==> src/rtl/rst_req_gen.sv <==
// rst_req_gen: source side of the core reset net.
// Collects level-sensitive reset requests and drives a registered,
// glitch-free active-low reset with a guaranteed minimum low time.
// After power-on it holds reset, then waits a quiet window before it
// accepts new requests again.
//
// state   | meaning
// --------+-----------------------------------------------------------
// ASSERT  | o_rst_n low; counting hold time, any request restarts it
// QUIET   | o_rst_n high, still busy; requests ignored until last cycle
// IDLE    | o_rst_n high, not busy; any request re-enters ASSERT
module rst_req_gen #(
  parameter int NSRC         = 2,
  parameter int HOLD_CYCLES  = 16,
  parameter int QUIET_CYCLES = 4
) (
  input  logic            clk,
  input  logic            rst_n,
  input  logic [NSRC-1:0] i_req,
  output logic            o_rst_n,
  output logic            o_busy,
  output logic            o_ack,
  output logic [NSRC-1:0] o_cause
);

  localparam int MAX_CYCLES = (HOLD_CYCLES > QUIET_CYCLES) ? HOLD_CYCLES : QUIET_CYCLES;
  localparam int CW         = $clog2(MAX_CYCLES + 1);

  localparam logic [CW-1:0] HOLD_LAST  = CW'(HOLD_CYCLES - 1);
  localparam logic [CW-1:0] QUIET_LAST = CW'(QUIET_CYCLES - 1);
  localparam logic [CW-1:0] CNT_MAX    = CW'(MAX_CYCLES);

  typedef enum logic [1:0] {
    ST_ASSERT = 2'd0,
    ST_QUIET  = 2'd1,
    ST_IDLE   = 2'd2
  } state_t;

  state_t            state;
  state_t            state_nxt;
  logic [CW-1:0]     cnt;
  logic [CW-1:0]     cnt_nxt;
  logic [CW-1:0]     cnt_inc;
  logic              req_any;

  logic              rst_out_nxt;
  logic              busy_nxt;
  logic              ack_nxt;
  logic [NSRC-1:0]   cause_nxt;

  assign req_any = |i_req;

  // The compare values stay below CNT_MAX, so saturation only guards
  // against an illegal state ever letting the counter wrap.
  assign cnt_inc = (cnt == CNT_MAX) ? cnt : cnt + CW'(1);

  // State and counter register; power-on behaves like a request with no cause.
  always_ff @(posedge clk or negedge rst_n) begin
    if (!rst_n) begin
      state <= ST_ASSERT;
      cnt   <= '0;
    end else begin
      state <= state_nxt;
      cnt   <= cnt_nxt;
    end
  end

  // Next-state and counter decode.
  always_comb begin
    state_nxt = state;
    cnt_nxt   = cnt;
    case (state)
      ST_ASSERT: begin
        if (req_any) begin
          cnt_nxt = '0;
        end else if (cnt == HOLD_LAST) begin
          state_nxt = ST_QUIET;
          cnt_nxt   = '0;
        end else begin
          cnt_nxt = cnt_inc;
        end
      end
      ST_QUIET: begin
        if (cnt == QUIET_LAST) begin
          cnt_nxt   = '0;
          state_nxt = req_any ? ST_ASSERT : ST_IDLE;
        end else begin
          cnt_nxt = cnt_inc;
        end
      end
      ST_IDLE: begin
        if (req_any) begin
          state_nxt = ST_ASSERT;
          cnt_nxt   = '0;
        end
      end
      default: begin
        state_nxt = ST_ASSERT;
        cnt_nxt   = '0;
      end
    endcase
  end

  // Output decode from the upcoming state, so the output flops switch on
  // the same edge as the state register and carry no decode glitches.
  always_comb begin
    rst_out_nxt = (state_nxt != ST_ASSERT);
    busy_nxt    = (state_nxt != ST_IDLE);
    ack_nxt     = (state == ST_QUIET) && (state_nxt == ST_IDLE);
    cause_nxt   = o_cause;
    if (state == ST_ASSERT) begin
      if (req_any) begin
        cause_nxt = o_cause | i_req;
      end
    end else if (state_nxt == ST_ASSERT) begin
      // A new sequence starts: the previous cause is replaced, not merged.
      cause_nxt = i_req;
    end
  end

  // Registered outputs; i_req only ever reaches flop inputs.
  always_ff @(posedge clk or negedge rst_n) begin
    if (!rst_n) begin
      o_rst_n <= 1'b0;
      o_busy  <= 1'b1;
      o_ack   <= 1'b0;
      o_cause <= '0;
    end else begin
      o_rst_n <= rst_out_nxt;
      o_busy  <= busy_nxt;
      o_ack   <= ack_nxt;
      o_cause <= cause_nxt;
    end
  end

endmodule

==> config.mk <==
export PLATFORM = sky130hd
export DESIGN_NAME = rst_req_gen
export DESIGN_NICKNAME = d
export VERILOG_FILES = /design/src/rtl/rst_req_gen.sv
export SDC_FILE = /design/constraint.sdc
export NUM_CORES = 1
export LEC_CHECK = 0
export BUFFER_PORTS_ARGS = -buffer_cell sky130_fd_sc_hd__buf_4
export CORE_MARGIN = 2
export CORE_UTILIZATION = 48
export CTS_CLUSTER_SIZE = 40
export DETAILED_ROUTE_END_ITERATION = 10
export PLACE_DENSITY = 0.74
export SLEW_MARGIN = 20
export SYNTH_ARGS = -nofsm -noshare
export SYNTH_HDL_FRONTEND = slang
export SYNTH_SLANG_ARGS = --single-unit
export TNS_END_PERCENT = 10
==> constraint.sdc <==
create_clock -name clk -period 1.7 [get_ports clk]
set_input_delay 0.255 -clock clk [delete_from_list [all_inputs] [get_ports clk]]
set_output_delay 0.255 -clock clk [all_outputs]
set_load 0.005 [all_outputs]
-- After elaboration in Yosys (flattened, before gate mapping)
Cells that the tools add are included.
- register bits after elaboration: 12
- input bits: 4
- logic and storage cells: 39
- $add $sub $neg: 1
- equality and inequality tests: 9
- mux-type cells: 15
- bitwise gates (word level): 1
- reductions and logical operators: 7
- operators by type and width (operator ; count):
    5-bit 2-to-1 mux ; 5
    2-bit 2-to-1 mux ; 8
    5-bit one-hot mux with 3 select lines ; 1
    2-bit != test, second input constant ; 3
    2-bit one-hot mux with 3 select lines ; 1
    5-bit by 1-bit adder with 5-bit output, second input constant ; 1
    5-bit by 2-bit == test with 1-bit output, second input constant ; 1
    5-bit by 4-bit == test with 1-bit output, second input constant ; 1
    5-bit == test, second input constant ; 1
    2-bit == test, second input constant ; 2
    2-bit logical NOT ; 2
    2-bit nonzero test ; 2
    2-bit by 1-bit == test with 1-bit output, second input constant ; 1
    2-bit OR ; 1
    2-bit AND reduction ; 1
    2-bit OR reduction ; 1
    1-bit logical AND ; 1

-- Longest topological paths before layout
Gate-level depths: netlist of run 1.
- word-level depth: 7
- gate-level depth with buffers: 7
- gate-level depth less buffers: 7

-- Worst setup path before layout of run 1
Ideal clock, no wire load.
- path kind: reg2reg
- start: reg cnt[0]
- end: reg cnt[0]
- setup time: 0.077 ns
- arrival: 1.592 ns
- path slack: 0.031 ns
- stages on the path, launching flop included: 8
- clock period less this slack: 1.669 ns
- path through: dfrtp_1 -> ha_1 -> and3_1 -> ha_1 -> nor3_1 -> o2bb2ai_2 -> a41oi_1 -> o21ai_1
- word-level cells in the longest chain between the ends: 5
- elaborated cells on any way between the ends: 9
- ends and longest elaborated chain (element ; line ; RTL):
    start: declaration ; 41 ; logic [CW-1:0] cnt;
    start signal: assignment ; 64 ; cnt <= cnt_nxt;
    5-bit by 1-bit adder with 5-bit output / 5-bit == test (equally long branches) ; 55 ; assign cnt_inc = (cnt == CNT_MAX) ? cnt : cnt + CW'(1);
    5-bit 2-to-1 mux ; 55 ;
    5-bit 2-to-1 mux ; 76 ; end else if (cnt == HOLD_LAST) begin
    5-bit 2-to-1 mux ; 74 ; if (req_any) begin
    5-bit one-hot mux with 3 select lines (*) ; 72 ; case (state)
Mark *: on every way between the ends. The rest lies on a longest branch, timed or not.
A chain may end at the register's enable or synchronous reset.

-- Worst setup path after layout of run 1
Ends and elaborated chain as after synthesis.

==> results.rst, run 1 <==
.. list-table::
   :header-rows: 1

   * - Metric
     - Value
   * - Wire length of the first global-routing pass
     - about 2.4 mm
   * - Slew headroom
     - ~72%
   * - CP Data Arrival Time
     - 1.80 ns
   * - Max FO, Critical Path
     - 7
   * - Antenna violations before repair
     - 0
   * - Pre-CTS setup slack
     - -0.0327 ns
   * - Io pins
     - 9
   * - Length in cells of the worst reg-to-reg path
     - 7
   * - Worst Clk Skew
     - 0.00590 ns
   * - Main synth FF type
     - dfrtp_1
   * - R2r endpoint
     - cnt[0]
   * - Routability congestion estimate from global placement
     - around 0.87
   * - Net count, final
     - 95
   * - Cell types with the largest area share after synthesis
     - dfrtp_1 (41%), ha_1 (5.6%), nand2_1 (5.1%), dfstp_2 (3.9%), nand3_1 (3.7%)
   * - Type of the setup path with the least slack
     - flip-flop to flip-flop
   * - N_diodes
     - 0
   * - Iteration-0 DRC count of the detailed router
     - 16
   * - Setup violations, final
     - 0
   * - Number of standard cells in the final layout excluding fillers
     - around 100
   * - Total power divided by cell area
     - between 1000 and 1500 nW/µm²
   * - Post-synth net total
     - just under 80
   * - Number of global-route vias before repair
     - ~560
   * - Number of warning messages in the yosys log
     - 0
   * - Max-slew violation count
     - 0
   * - Setup WS post-layout
     - around 0.11 ns
   * - Count of TritonRoute iterations in the first routing pass
     - 4
   * - Launching instance or port of the critical path
     - cnt[0]
   * - Hold-critical path depth
     - 2
   * - Startpoint class of the critical path
     - flip-flop
   * - Die outline width
     - 41.3 µm
   * - Number of placement rows
     - 13
   * - Share of synthesized flip-flops with an asynchronous set or reset
     - 100%
   * - Total standard cell area after synthesis
     - about 670 µm²
   * - Worst min-delay path startpoint
     - i_req[0]
   * - Flop and latch count out of synthesis
     - 12
   * - Total length of routed wires
     - around 1.5 mm
   * - Count leader, synth
     - dfrtp_1
   * - DIE AREA
     - 1710 µm²
   * - Worst Hold Class
     - primary input to flip-flop
   * - CP max-delay cell
     - dfrtp_1
   * - Global-route total usage across every layer
     - 22.1%
   * - Routed length per placed instance
     - around 15 µm
   * - Number of violations of the max-capacitance limit
     - 0
   * - Detailed Place HPWL
     - ~990 µm
   * - RR Startpoint
     - cnt[0]
   * - TNS Setup
     - 0 ns
   * - Number of DRC violations after detailed routing
     - 0
   * - Effective utilization at floorplan
     - between 50 and 60%
   * - Post-Syn Area per Cell
     - ~9.5 µm²
   * - Clock root buffer
     - clkbuf_4
   * - Endpoint kind of the worst setup timing path
     - flip-flop
   * - Result of the run
     - finished, final reports clean
   * - # placed instances
     - 96
   * - Vias per std cell
     - just under 6
   * - Final hold violation count
     - 0
   * - Max clock buf depth
     - 2
   * - Remaining antenna violation count
     - 0
   * - Post-route fraction of the period consumed by the critical path
     - 93.6%
   * - Clock transition time at the flip-flop clock pins of the worst setup and hold paths
     - around 0.080 ns
   * - Worst path bufs/invs
     - 0
   * - List of most frequent post-synthesis cells
     - dfrtp_1 (11), nand2_1 (9), nand3_1 (5)
   * - TritonCTS clock tree
     - built
   * - Share of Yosys cell area claimed by the top area cell type
     - between 40 and 50%
   * - Sum of overflow across all layers after global routing
     - 0
   * - Minimum clock period
     - ~1.6 ns
   * - Reg-to-reg setup timing slack
     - 0.11 ns
   * - Achievable frequency
     - roughly 630 MHz
   * - Delay of the slowest cell on the worst path
     - approximately 0.39 ns
   * - Total CTS buffers
     - 3
   * - Count of different cell masters after synthesis
     - 30
   * - Worst vdd rail ir drop
     - 0.681 mV
   * - Leak pwr
     - between 0.3 and 0.4 nW
   * - Post-Syn Instances
     - 70
   * - Ordered cell list for the critical path
     - ha_2 > and3_4 > ha_4 > nor3_4 > o2bb2ai_4 > a41oi_2 > o21ai_1
   * - Synth-to-layout area growth
     - 30.9%
   * - Clk sinks
     - 12
   * - Clock latency of the later-clocked register in the worst-skew pair
     - around 0.28 ns
   * - # H-tree levels
     - 1
   * - Data required time at the worst endpoint
     - between 1.5 and 2 ns
   * - Hold path endpoint
     - o_ack
   * - Layout cell share with drive strength beyond 1
     - approximately 32%
   * - Number of enable-type register cells in the synthesized netlist
     - 0
   * - Area leader, netlist
     - dfrtp_1
   * - Buffers added on ports
     - 8
   * - Maximum number of pins on one net before global-route repair
     - 14
   * - RSZ-0062 raised after global routing
     - no
   * - Sequential area share after synthesis
     - approximately 45%
   * - Top Family by Delay on Critical Path
     - compound AO/OA/AOI/OAI gates
   * - Via count
     - approximately 600
   * - Worst slew pin tran
     - just over 0.4 ns
   * - Core region area
     - about 1300 µm²
   * - Die extent in y
     - just over 40 µm
==> repair_timing <==
action	in CTS	in global routing
pin swaps	2	2
endpoints found under the hold margin	11	0
buffers inserted	1	0
setup endpoints to repair	2	3
gates resized for setup	5	3
hold buffers	1	0
==> stage by stage <==
step	total power [mW]	cell area [µm²]	hold slack, ns	utilization (%)
finish	0.891	875	0.180	67.2
global route	0.948	875	0.190	67.2
CTS	0.879	853	0.182	65.6
detailed placement	0.607	769	0.103	59.1
global placement	0.598	769	0.102	59.1
floorplan	0.522	668	-0.0406	-
==> layout by cell type (no fill, tap or decap), drive strengths merged, types with 2 or more instances in the layout <==
cell and instances:
nor2 3, a21oi 3, nor3 2, o22a 2, buf 14, nor2b 2, inv 4, dfrtp 11
a31oi 2, nand2b 2, clkbuf 4, ha 3, nand2 9, nand3 5, o21ai 7
==> report_power, final <==
group | internal (mW) | switching, mW
clock network | 0.130 | 0.101
registers | 0.324 | 0.0481
logic | 0.142 | 0.145
total | 0.596 | 0.295
==> how the worst max path moves through the flow <==
stage                  end  slack (ns)  cells after the start
floorplan           cnt[0]        0.03                      7
global placement    cnt[0]        0.05                      7
detailed placement  cnt[0]       -0.03                      7
CTS                 cnt[0]       0.005                      7
global route        cnt[0]        0.03                      7
finish              cnt[0]        0.11                      7
==> layout make-up <==
| cell class | instances | area (µm²) |
|---|---|---|
| fill | 104 | 427 |
| timing repair buffer | 15 | 115 |
| clock buffer | 4 | 36.3 |
| inverter | 4 | 15.0 |
| multi-input combinational | 52 | 388 |
| sequential | 12 | 302 |
| tap | 15 | 18.8 |
==> layer usage <==
metal	up-vias	track usage [%]	part of all wire [%]
met5	-	0	0
met4	0	14.5	2.4
met3	8	3.72	5.0
met2	23	36.7	50
met1	282	26.1	43
li1	285	-	-
==> worst register-to-register path: stages, from the launching register on <==
cell and delay (ns):
dfrtp_1 0.39, ha_2 0.19, and3_4 0.19, ha_4 0.17, nor3_4 0.14, o2bb2ai_4 0.18
a41oi_2 0.14, o21ai_1 0.13
==> cells by family (layout without fill, tap and decap cells) <==
logic type / count (synthesis) / after routing / share of synthesized area [%]
adder cells (fa/ha/maj): 3 / 3 / 5.62
buffers and inverters: 6 / 23 / 4.49
AND/OR/NAND/NOR: 29 / 29 / 24.5
flip-flops: 12 / 12 / 45.1
AO/OA/AOI/OAI: 20 / 20 / 20.2
==> registers in the layout (all words and copies together) (netlist names) <==
name,flops
state,2
cnt,5
o_cause,2
o_ack,1
o_busy,1
o_rst_n,1
Note: power is estimated with default switching activity, not from simulation.
==> inputs of run 2 (changes only) <==
- RECOVER_POWER: default -> 25
==> results.rst, run 2 (synthesized netlist as in run 1, its figures left out) <==
.. list-table::
   :header-rows: 1

   * - Metric
     - Value
   * - Layout cell share with drive strength beyond 1
     - 31.0% (was 32.2%)
   * - Number of global-route vias before repair
     - 557 (unchanged)
   * - Wire length of the first global-routing pass
     - 2.39 mm (unchanged)
   * - Die extent in y
     - 41.3 µm (unchanged)
   * - Vias per std cell
     - 5.75 (was 5.86)
   * - Antenna violations before repair
     - 0 (unchanged)
   * - Number of violations of the max-capacitance limit
     - 0 (unchanged)
   * - Largest registers
     - cnt: 5 flops, o_cause: 2 flops, state: 2 flops (unchanged)
   * - Iteration-0 DRC count of the detailed router
     - 17 (was 16)
   * - Count of TritonRoute iterations in the first routing pass
     - 4 (unchanged)
   * - Slew headroom
     - 55.4% (was 72.4%)
   * - RSZ-0062 raised after global routing
     - no (unchanged)
   * - Result of the run
     - finished, final reports clean (unchanged)
   * - Post-route fraction of the period consumed by the critical path
     - 93.8% (was 93.6%)
   * - Core region area
     - 1300 µm² (unchanged)
   * - Die outline width
     - 41.3 µm (unchanged)
   * - Effective utilization at floorplan
     - 51.3% (unchanged)
   * - CP max-delay cell
     - dfrtp_1 (unchanged)
   * - N_diodes
     - 0 (unchanged)
   * - Worst Clk Skew
     - 0.00156 ns (was 0.00590 ns)
   * - Most frequent cells in the layout
     - buf_4 (13), dfrtp_1 (11), nand2_1 (9) (was buf_4 (14), dfrtp_1 (11), nand2_1 (9))
   * - Data required time at the worst endpoint
     - 1.90 ns (was 1.91 ns)
   * - Clock latency of the later-clocked register in the worst-skew pair
     - 0.27 ns (was 0.28 ns)
   * - Io pins
     - 9 (unchanged)
   * - Via count
     - 586 (was 598)
   * - Area of all placed cells without fillers
     - 871 µm² (was 875 µm²)
   * - Most common cell after layout, fill and taps aside
     - buf_4 (unchanged)
   * - TritonCTS clock tree
     - built (unchanged)
   * - # H-tree levels
     - 1 (unchanged)
   * - Worst slew pin tran
     - 0.669 ns (was 0.413 ns)
   * - Type of the setup path with the least slack
     - flip-flop to flip-flop (unchanged)
   * - Global-route total usage across every layer
     - 22.1% (unchanged)
   * - Final hold violation count
     - 0 (unchanged)
   * - Register with the most flip-flops
     - cnt (unchanged)
   * - Maximum number of pins on one net before global-route repair
     - 14 (unchanged)
   * - Clock transition time at the flip-flop clock pins of the worst setup and hold paths
     - 0.08 ns (about the same)
   * - Max-slew violation count
     - 0 (unchanged)
   * - Remaining antenna violation count
     - 0 (unchanged)
   * - Routed length per placed instance
     - 14.8 µm (was 14.7 µm)
   * - Flip-flop count of the largest register, all copies and words added
     - 5 (unchanged)
   * - Number of filler cells placed in the layout
     - 106 (was 104)
   * - Total power divided by cell area
     - 1020 nW/µm² (about the same)
   * - CP Data Arrival Time
     - 1.80 ns (about the same)
   * - Top Family by Delay on Critical Path
     - compound AO/OA/AOI/OAI gates (unchanged)
   * - Clk sinks
     - 12 (unchanged)
   * - Worst path bufs/invs
     - 0 (unchanged)
   * - Buffers added on ports
     - 8 (unchanged)
   * - DIE AREA
     - 1710 µm² (unchanged)
   * - Startpoint class of the critical path
     - flip-flop (unchanged)
   * - TNS Setup
     - 0 ns (unchanged)
   * - Ordered cell list for the critical path
     - ha_2 > and3_4 > ha_4 > nor3_4 > o2bb2ai_4 > a41oi_2 > o21ai_1 (unchanged)
   * - Detailed Place HPWL
     - 988 µm (unchanged)
   * - Delay of the slowest cell on the worst path
     - 0.39 ns (about the same)
   * - Leak pwr
     - 0.373 nW (was 0.377 nW)
   * - Area of placed instances
     - 769 µm² (unchanged)
   * - Worst Hold Class
     - primary input to flip-flop (unchanged)
   * - Max clock buf depth
     - 2 (unchanged)
   * - Max FO, Critical Path
     - 7 (unchanged)
   * - Net count, final
     - 95 (unchanged)
   * - Worst vdd rail ir drop
     - 0.683 mV (was 0.681 mV)
   * - Total CTS buffers
     - 3 (unchanged)
   * - Sum of overflow across all layers after global routing
     - 0 (unchanged)
   * - Clock root buffer
     - clkbuf_4 (unchanged)
   * - Routability congestion estimate from global placement
     - 0.873 (unchanged)
   * - Total length of routed wires
     - 1.51 mm (was 1.50 mm)
   * - Setup violations, final
     - 0 (unchanged)
   * - Number of placement rows
     - 13 (unchanged)
   * - Achievable frequency
     - 627 MHz (was 628 MHz)
   * - Endpoint kind of the worst setup timing path
     - flip-flop (unchanged)
   * - Synth-to-layout area growth
     - 30.3% (was 30.9%)
   * - Number of DRC violations after detailed routing
     - 0 (unchanged)
   * - Minimum clock period
     - 1.59 ns (about the same)
==> run 2: worst paths after layout <==
path                             from          to  slack [ns]  cells after the start
max                            cnt[0]      cnt[0]        0.11                      7
max in group asynchronous       rst_n    state[0]        0.75                      2
min reg2reg                o_cause[0]  o_cause[0]        0.54                      1
max reg2reg                    cnt[0]      cnt[0]        0.11                      7
min                          i_req[0]       o_ack        0.19                      2
min in group asynchronous       rst_n  o_cause[0]        0.52                      2
==> run 2: worst reg2reg max path, delay by kind of cell (launching register included) <==
kind                     cells  cell delay [ns]
adder cells (fa/ha/maj)      2             0.35
flip-flops                   1             0.39
AND/OR/NAND/NOR              2             0.33
AO/OA/AOI/OAI                3             0.45
==> run 2: through the flow <==
stage | cells | setup WS [ns] | power, mW | hold slack, ns | util (%)
floorplan | 70 | 0.0313 | 0.522 | -0.0406 | -
global placement | 96 | 0.0517 | 0.598 | 0.102 | 59.1
detailed placement | 96 | -0.0327 | 0.607 | 0.103 | 59.1
CTS | 102 | 0.00535 | 0.879 | 0.182 | 65.6
global route | 102 | 0.0258 | 0.947 | 0.190 | 66.9
finish | 102 | 0.105 | 0.888 | 0.187 | 66.9
==> run 2: where the power goes <==
group | internal, mW | total, mW | switching [mW]
Clock | 0.130 | 0.228 | 0.0978
Sequential | 0.324 | 0.372 | 0.0484
Combinational | 0.141 | 0.287 | 0.146
==> run 2: final cells by class <==
class                           instances  area [µm²]  share of cell area, %
Multi-Input combinational cell         52         388                   44.5
Sequential cell                        12         302                   34.6
Timing Repair Buffer                   15         111                   12.8
Clock buffer                            4        36.3                   4.17
Tap cell                               15        18.8                   2.16
Inverter                                4        15.0                   1.72
==> run 2: layer usage <==
metal  GRT usage (%)  wire length [µm]
met1            26.1               661
met5               0                 0
met3            3.72                80
met4            14.5                18
met2            36.7               748
==> run 2: repair_timing <==
| action | CTS | global route |
|---|---|---|
| setup endpoints to repair | 2 | 3 |
| pin swaps | 2 | 2 |
| hold buffers | 1 | 0 |
| cloned | 0 | 0 |
| hold endpoints to repair | 11 | 0 |
| setup buffers | 1 | 0 |
| resized for setup | 5 | 3 |
